[config.mk]
export PLATFORM = sky130hd
export DESIGN_NAME = pipe_adder_flat
export DESIGN_NICKNAME = d
export VERILOG_FILES = /design/src/rtl/pipe_adder_if.sv /design/src/rtl/pipe_adder.sv /design/src/flat_wrapper.sv
export SDC_FILE = /design/constraint.sdc
export NUM_CORES = 1
export LEC_CHECK = 0
export CAP_MARGIN = 20
export CELL_PAD_IN_SITES_DETAIL_PLACEMENT = 0
export CELL_PAD_IN_SITES_GLOBAL_PLACEMENT = 1
export CORE_ASPECT_RATIO = 0.7
export CORE_MARGIN = 4
export CORE_UTILIZATION = 41
export DETAILED_ROUTE_END_ITERATION = 10
export PLACE_DENSITY = 0.85
export SLEW_MARGIN = 20
export SYNTH_ARGS = -nofsm -noshare
export SYNTH_HDL_FRONTEND = slang
export SYNTH_SLANG_ARGS = --single-unit
[constraint.sdc]
create_clock -name clk -period 4 [get_ports clk]
set_clock_uncertainty 0.2 [all_clocks]
set_input_delay 0.8 -clock clk [delete_from_list [all_inputs] [get_ports clk]]
set_output_delay 0.8 -clock clk [all_outputs]
set_load 0.05 [all_outputs]
[src/rtl/pipe_adder_if.sv]
// Operand/result handshake bundle for pipe_adder.
interface pipe_adder_if #(
    parameter int WIDTH = 32
);
    logic             in_valid;
    logic             in_ready;
    logic [WIDTH-1:0] a;
    logic [WIDTH-1:0] b;
    logic             cin;
    logic             sub;
    logic             flush;
    logic             out_valid;
    logic             out_ready;
    logic [WIDTH-1:0] sum;
    logic             cout;
    logic             ovf;
    logic             zero;

    modport master (
        output in_valid, a, b, cin, sub, flush, out_ready,
        input  in_ready, out_valid, sum, cout, ovf, zero
    );

    modport slave (
        input  in_valid, a, b, cin, sub, flush, out_ready,
        output in_ready, out_valid, sum, cout, ovf, zero
    );
endinterface

[src/rtl/pipe_adder.sv]
// Pipelined chunked add/subtract; one chunk of carry chain resolved per stage.
// Define PIPE_ADDER_FLAGS_EN to compute the ovf/zero flags (tied to 0 otherwise).
module pipe_adder #(
    parameter int WIDTH  = 32,
    parameter int STAGES = 4
) (
    input logic       clk,
    input logic       rst_n,
    pipe_adder_if.slave bus
);
    localparam int CW = WIDTH / STAGES;

    logic adv;
    logic take;

    assign adv          = !bus.out_valid | bus.out_ready;
    assign bus.in_ready = adv;
    assign take         = bus.in_valid & adv & !bus.flush;

    for (genvar k = 0; k < STAGES; k++) begin : g_st
        // IW: operand bits not yet consumed on entry; RW: bits skewed onward
        localparam int IW = WIDTH - k * CW;
        localparam int RW = IW - CW;

        logic [IW-1:0]         a_in;
        logic [IW-1:0]         b_in;
        logic                  c_in;
        logic                  sub_in;
        logic                  v_in;
        logic [CW:0]           part;
        logic [(k+1)*CW-1:0]   s_nxt;
        logic [(k+1)*CW-1:0]   s_q;
        logic                  c_nxt;
        logic                  c_q;
        logic                  v_q;

        if (k == 0) begin : g_src
            assign a_in   = bus.a;
            assign b_in   = bus.b ^ {WIDTH{bus.sub}};
            assign c_in   = bus.cin ^ bus.sub;
            assign sub_in = bus.sub;
            assign v_in   = take;
            assign s_nxt  = part[CW-1:0];
        end else begin : g_src
            assign a_in   = g_st[k-1].g_skew.a_q;
            assign b_in   = g_st[k-1].g_skew.b_q;
            assign c_in   = g_st[k-1].c_q;
            assign sub_in = g_st[k-1].g_skew.sub_q;
            assign v_in   = g_st[k-1].v_q;
            assign s_nxt  = {part[CW-1:0], g_st[k-1].s_q};
        end

        assign part = {1'b0, a_in[CW-1:0]} + {1'b0, b_in[CW-1:0]} + {{CW{1'b0}}, c_in};

        // last stage registers the architectural carry/borrow directly
        if (k == STAGES - 1) begin : g_co
            assign c_nxt = part[CW] ^ sub_in;
        end else begin : g_co
            assign c_nxt = part[CW];
        end

        always_ff @(posedge clk or negedge rst_n) begin
            if (!rst_n) begin
                v_q <= 1'b0;
                c_q <= 1'b0;
                s_q <= '0;
            end else begin
                if (bus.flush)
                    v_q <= 1'b0;
                else if (adv)
                    v_q <= v_in;
                if (adv) begin
                    c_q <= c_nxt;
                    s_q <= s_nxt;
                end
            end
        end

        if (RW > 0) begin : g_skew
            logic [RW-1:0] a_q;
            logic [RW-1:0] b_q;
            logic          sub_q;

            always_ff @(posedge clk or negedge rst_n) begin
                if (!rst_n) begin
                    a_q   <= '0;
                    b_q   <= '0;
                    sub_q <= 1'b0;
                end else if (adv) begin
                    a_q   <= a_in[IW-1:CW];
                    b_q   <= b_in[IW-1:CW];
                    sub_q <= sub_in;
                end
            end
        end

`ifdef PIPE_ADDER_FLAGS_EN
        logic z_in;
        logic z_q;

        if (k == 0) begin : g_zi
            assign z_in = 1'b1;
        end else begin : g_zi
            assign z_in = g_st[k-1].z_q;
        end

        always_ff @(posedge clk or negedge rst_n) begin
            if (!rst_n)
                z_q <= 1'b0;
            else if (adv)
                z_q <= z_in & (part[CW-1:0] == '0);
        end

        // top chunk lives here, so sign bits of a, effective b and sum are local
        if (k == STAGES - 1) begin : g_ovf
            logic ovf_q;

            always_ff @(posedge clk or negedge rst_n) begin
                if (!rst_n)
                    ovf_q <= 1'b0;
                else if (adv)
                    ovf_q <= (a_in[IW-1] == b_in[IW-1]) & (part[CW-1] != a_in[IW-1]);
            end
        end
`endif
    end

    assign bus.out_valid = g_st[STAGES-1].v_q;
    assign bus.sum       = g_st[STAGES-1].s_q;
    assign bus.cout      = g_st[STAGES-1].c_q;

`ifdef PIPE_ADDER_FLAGS_EN
    assign bus.ovf  = g_st[STAGES-1].g_ovf.ovf_q;
    assign bus.zero = g_st[STAGES-1].z_q;
`else
    assign bus.ovf  = 1'b0;
    assign bus.zero = 1'b0;
`endif

endmodule
[src/flat_wrapper.sv]
// flat-port wrapper written by rule: the top's interface ports become plain ports
module pipe_adder_flat 
#(
    parameter int WIDTH  = 32,
    parameter int STAGES = 4
)
  (clk, rst_n, bus_in_valid, bus_a, bus_b, bus_cin, bus_sub, bus_flush, bus_out_ready, bus_in_ready, bus_out_valid, bus_sum, bus_cout, bus_ovf, bus_zero);
  pipe_adder_if #(.WIDTH(WIDTH)) bus_i ();
  input logic clk;
  input logic rst_n;
  input wire logic [$bits(bus_i.in_valid)-1:0] bus_in_valid;
  input wire logic [$bits(bus_i.a)-1:0] bus_a;
  input wire logic [$bits(bus_i.b)-1:0] bus_b;
  input wire logic [$bits(bus_i.cin)-1:0] bus_cin;
  input wire logic [$bits(bus_i.sub)-1:0] bus_sub;
  input wire logic [$bits(bus_i.flush)-1:0] bus_flush;
  input wire logic [$bits(bus_i.out_ready)-1:0] bus_out_ready;
  output wire logic [$bits(bus_i.in_ready)-1:0] bus_in_ready;
  output wire logic [$bits(bus_i.out_valid)-1:0] bus_out_valid;
  output wire logic [$bits(bus_i.sum)-1:0] bus_sum;
  output wire logic [$bits(bus_i.cout)-1:0] bus_cout;
  output wire logic [$bits(bus_i.ovf)-1:0] bus_ovf;
  output wire logic [$bits(bus_i.zero)-1:0] bus_zero;
  assign bus_i.in_valid = bus_in_valid;
  assign bus_i.a = bus_a;
  assign bus_i.b = bus_b;
  assign bus_i.cin = bus_cin;
  assign bus_i.sub = bus_sub;
  assign bus_i.flush = bus_flush;
  assign bus_i.out_ready = bus_out_ready;
  assign bus_in_ready = bus_i.in_ready;
  assign bus_out_valid = bus_i.out_valid;
  assign bus_sum = bus_i.sum;
  assign bus_cout = bus_i.cout;
  assign bus_ovf = bus_i.ovf;
  assign bus_zero = bus_i.zero;
  pipe_adder #(.WIDTH(WIDTH), .STAGES(STAGES)) u_core (.clk(clk), .rst_n(rst_n), .bus(bus_i));
endmodule
# Word-level counts from Yosys, hierarchy flattened
# Index checks and enable logic that the tools add are counted.
# classes
n_reduce_logical	3
muxes	8
n_bitwise	6
n_addsub	8
# op_table
cell	n
adder 8 x 8 -> 9 bit	4
adder 9 x 1 -> 9 bit	4
bitwise XOR 32 bit	1
2-to-1 mux 1 bit	8
AND 1 bit	2
logical NOT 1 bit	2
nonzero test 2 bit	1
bitwise XOR 1 bit	2
OR 1 bit	1
# word_totals
output_inout_bits	37
wordCells	46
reg_bits	187
input_bits	71

# Longest topological paths before layout
# logic_depth
ltp_word	6
depth_mapped	11
mapped_depth_nobuf	9

# Worst setup path after synthesis
# Ideal clock, no wire load.
# synth_timing
path_type	in2reg
startpoint	in bus_sub
endpoint	reg u_core.g_st[0].c_q
slack_ns	0.933
arrival_time_ns	2.785
t_required_ns	3.718
path_buffers	2
cell_stages	11
setup_ns	0.082
cell_sequence	buf_2 > buf_2 > xor2_1 > fa_1 > inv_1 > fa_1 > nor2b_1 > o21ai_0 > a21oi_1 > o211ai_1 > a31oi_1
# synth_between
elab_chain_cells	3
elab_cells_between_ends	4
classes_between	add/sub (2); bitwise (2)
# synth_lines
item	line_no	rtl
start, declared	flat_wrapper.sv:15	input wire logic [$bits(bus_i.sub)-1:0] bus_sub;
bitwise XOR 32 bit	pipe_adder.sv:39	assign b_in = bus.b ^ {WIDTH{bus.sub}};
adder 8 x 8 -> 9 bit	pipe_adder.sv:53	assign part = {1'b0, a_in[CW-1:0]} + {1'b0, b_in[CW-1:0]} + {{CW{1'b0}}, c_in};
adder 9 x 1 -> 9 bit (*)	pipe_adder.sv:53	
end signal, assigned	pipe_adder.sv:73	c_q <= c_nxt;
end, declared	pipe_adder.sv:34	logic c_q;
# Mark *: on every way between the ends. The rest lies on a longest branch, timed or not.
# A chain may end at the register's enable or synchronous reset.

# Worst setup path after layout
# layout_timing
startpoint	in bus_b[0]
endpoint	reg u_core.g_st[0].s_q[6]
# layout_between
elab_chain_cells	3
# layout_lines
item	line_no	rtl
start, declared	flat_wrapper.sv:13	input wire logic [$bits(bus_i.b)-1:0] bus_b;
bitwise XOR 32 bit	pipe_adder.sv:39	
adder 8 x 8 -> 9 bit	pipe_adder.sv:53	
adder 9 x 1 -> 9 bit	pipe_adder.sv:53	
end signal, assigned	pipe_adder.sv:74	s_q <= s_nxt;
end, declared	pipe_adder.sv:32	logic [(k+1)*CW-1:0] s_q;
# No other way between the ends.

==> flow_metrics.py <==
metrics = {
    "power": {
        "power_frac_clock": 0.286,
        "p_int_mw": 3.669,
        "swShare": 0.3434,
        "power_density_mw_per_mm2": 544.1,
        "finalPower_mw": 5.589,
        "p_leak_nw": 4.820,
        "irDropWorstVdd_v": 0.0002729,
        "p_sw_mw": 1.919,
        "seqPwrFrac": 0.445,
        "combPwrFrac": 0.269,
    },
    "critical_path": {
        "slowest_delay_ns": 0.46,
        "slowest_stage": "fa_1",
        "path_common_cell": "fa_1",
        "timing.rr.end": "u_core.g_st[2].s_q[22]$_DFFE_PN0N_",
        "critPathMaxFanout": 3,
        "r2r_start": "u_core.g_st[1].g_skew.b_q[0]$_DFFE_PN0N_",
        "rrSetupSlack_ns": 1.40,
        "required_ns": 4.13,
        "endpoint": "u_core.g_st[0].s_q[6]$_DFFE_PN0N_",
        "r2r_cells": 7,
        "worstPathCellList": "clkdlybuf4s50_1, xor2_1, fa_1, inv_1, fa_1, nor2b_1, o21ai_0, a21oi_1, o21a_1, o31ai_1",
        "arrival_ns": 3.07,
        "worstSetupEndpointType": "register",
        "crit_start": "bus_b[0]",
        "worst_setup_path_start_kind": "input port",
        "worstSetupPathType": "input port to register",
    },
    "hold_path": {
        "hold_class": "input port to asynchronous set/reset pin",
    },
    "cts": {
        "cts_sinks": 187,
        "cts_resized": 0,
        "clk_latency_ns": 0.43,
        "cts_tree": "built",
        "root_buffer": "clkbuf_16",
        "clk_path_buf_depth": 2,
        "htreeDepth": 4,
        "cts.clk_slew.worst_paths_ns": 0.07,
        "post_cts.repair.setup_buffers": 0,
        "hold_buffers": 0,
        "cts_buffers": 17,
    },
    "timing": {
        "hold_ws_ns": 0.2553,
        "max_slew_margin": 0.4397,
        "post-route-period-util": 0.7358,
        "tns_ns": 0,
        "final.min_clock_period_ns": 2.943,
        "setup_viol": 0,
        "timing.fmax_mhz": 339.8,
        "setup_slack_ns": 1.057,
        "rsz0062_at_grt": "no",
        "worst_pin_slew_ns": 0.8405,
        "final_max_slew_viol_count": 0,
        "final-hold-violation-count": 0,
    },
    "die": {
        "die_y_um": 127.9,
        "num_rows": 43,
        "dieArea_mm2": 0.02291,
        "core_area_mm2": 0.01996,
        "die_x_um": 179.2,
        "ios": 108,
        "start_util": 0.4216,
    },
    "logic_synthesis": {
        "synth_edf_count": 0,
        "synth_warnings": 0,
        "synth_area_mm2": 0.008414,
        "yosys.cell_count.top_type": "nand2_1",
        "yosysTopAreaCellShare": 0.5561,
        "postSynthAreaPerCell_um2": 9.038,
        "ys_types": 33,
        "yosys.area.top_type": "dfrtp_1",
        "yosys-top-cells-count": "nand2_1, dfrtp_1, o21ai_0",
        "yosysSeqAreaShare": 0.5561,
        "syn_inst": 931,
        "ys_seq_elements": 187,
        "ys.flop_type": "dfrtp_1",
        "synth_area_leaders": "dfrtp_1, nand2_1, ha_1, o21ai_0, xnor2_1",
        "async_reset_ff_frac": 1.000,
    },
    "flow_run": {
        "maxCapViolCount": 0,
    },
    "route": {
        "met1_length_um": 8781,
        "wl_per_cell_um": 13.19,
        "wl_um": 17140,
        "met2_length_um": 7310,
        "met3_length_um": 835,
        "drt-initial-drc-count": 330,
        "via_per_inst": 4.681,
        "first_pass_iters": 4,
        "drc": 0,
        "highest_layer": "met4",
        "drtAntennaViolNets": 0,
        "via_count": 6085,
    },
    "global_routing": {
        "overflow": 0,
        "grt_pass1_wl_um": 29170,
        "grt_max_degree": 214,
        "grt_pass1_vias": 5952,
        "antenna_found_initial": 0,
        "grt_usage": 0.1580,
    },
    "final_layout": {
        "drive_above_1_share": 0.04854,
        "nets": 1124,
        "antennaDiodeCount": 0,
        "finalNonFillerCells": 1300,
        "final_area_mm2": 0.01027,
        "syn_to_final_growth_pct": 22.07,
        "final.fill_count": 1894,
        "post-route-util": 0.5146,
    },
    "placed_design": {
        "pre_cts_slack_ns": 0.6758,
        "place_area_mm2": 0.009718,
        "portBuffers": 105,
        "dp_hpwl_um": 11300,
        "placed_cells": 1268,
        "gp_congestion": 0.7976,
    },
    "outcome": {
        "outcome": "complete, no violations",
    },
}
-- worst min-delay path by stage --
stage | slack (ns) | depth (start not counted) | endpoint
3_5_place_dp | 0.26 | 2 | u_core.g_st[0].g_skew.sub_q$_DFFE_PN0N_
2_1_floorplan | 0.24 | 2 | u_core.g_st[0].g_skew.a_q[10]$_DFFE_PN0N_
3_3_place_gp | 0.25 | 2 | u_core.g_st[1].g_skew.b_q[12]$_DFFE_PN0N_
5_1_grt | 0.28 | 2 | u_core.g_st[1].s_q[1]$_DFFE_PN0N_
6_report | 0.26 | 1 | u_core.bus.sum[6]$_DFFE_PN0N_
4_1_cts | 0.27 | 2 | u_core.bus.sum[0]$_DFFE_PN0N_
-- kinds of logic after synthesis --
logic type	after synthesis	synth area share
and+or+nand+nor	476	0.2159
DFF	187	0.5561
AOI/OAI and AO/OA	118	0.08074
buffers and inverters	60	0.03019
xor gates and xnor gates	52	0.05413
adders and majority gates	36	0.06067
other	1	0.0004457
muxes	1	0.001784
-- sequential cells by signal, indices dropped and copies added, names as in the netlist --
signal                    cells
u_core.g_st.g_skew.a_q       48
u_core.g_st.g_skew.b_q       48
u_core.g_st.s_q              48
u_core.bus.sum               32
u_core.g_st.c_q               3
u_core.g_st.g_skew.sub_q      3
u_core.g_st.v_q               3
u_core.bus.cout               1
u_core.bus.out_valid          1
-- routing by layer --
metal  vias up  GRT usage
met5         -          0
met4         0    0.04655
met3        20    0.03420
met2       103     0.2361
met1      2837     0.2327
li1       3125          -
-- cell usage in the layout (no fill, tap or decap), drive strengths merged --
master,count
clkinv,6
o21ai,57
or3,1
clkdlybuf4s50,102
o211ai,7
nand3,1
nand2b,4
xor2,22
a31oi,4
o21a,2
ha,28
mux2,1
nand2,440
o41ai,1
nor3,7
o22ai,1
nor2,20
buf,10
inv,22
fa,8
clkbuf,18
a21o,4
conb,2
xnor2,30
o31ai,2
a21oi,30
a211oi,8
dfrtp,187
o21bai,2
nor2b,3
-- final cells by class --
cell class / count / area (um2) / share of cell area
multi-input cells: 685 / 3492 / 0.3400
clock inverters: 15 / 127.6 / 0.01243
flip-flops and latches: 187 / 4679 / 0.4556
inverters: 13 / 51.30 / 0.004995
repair buffers: 113 / 1157 / 0.1127
clock buffers: 17 / 425.4 / 0.04142
well taps: 270 / 337.8 / 0.03289
-- worst max-delay path, delay by kind of cell --
kind / cells / cell delay, ns
buffers and inverters: 2 / 0.51
and+or+nand+nor: 1 / 0.05
AOI/OAI and AO/OA: 4 / 0.88
xor gates and xnor gates: 1 / 0.16
adders and majority gates: 2 / 0.67
-- power groups by stage --
stage	clock [mW]	sequential [mW]	combinational [mW]
3_3_place_gp	0	2.51	1.50
6_report	1.60	2.49	1.50
5_1_grt	1.72	2.54	1.66
2_1_floorplan	0	2.91	0.581
3_5_place_dp	0	2.52	1.52
4_1_cts	1.65	2.49	1.53
(Power assumes the default switching activity.)
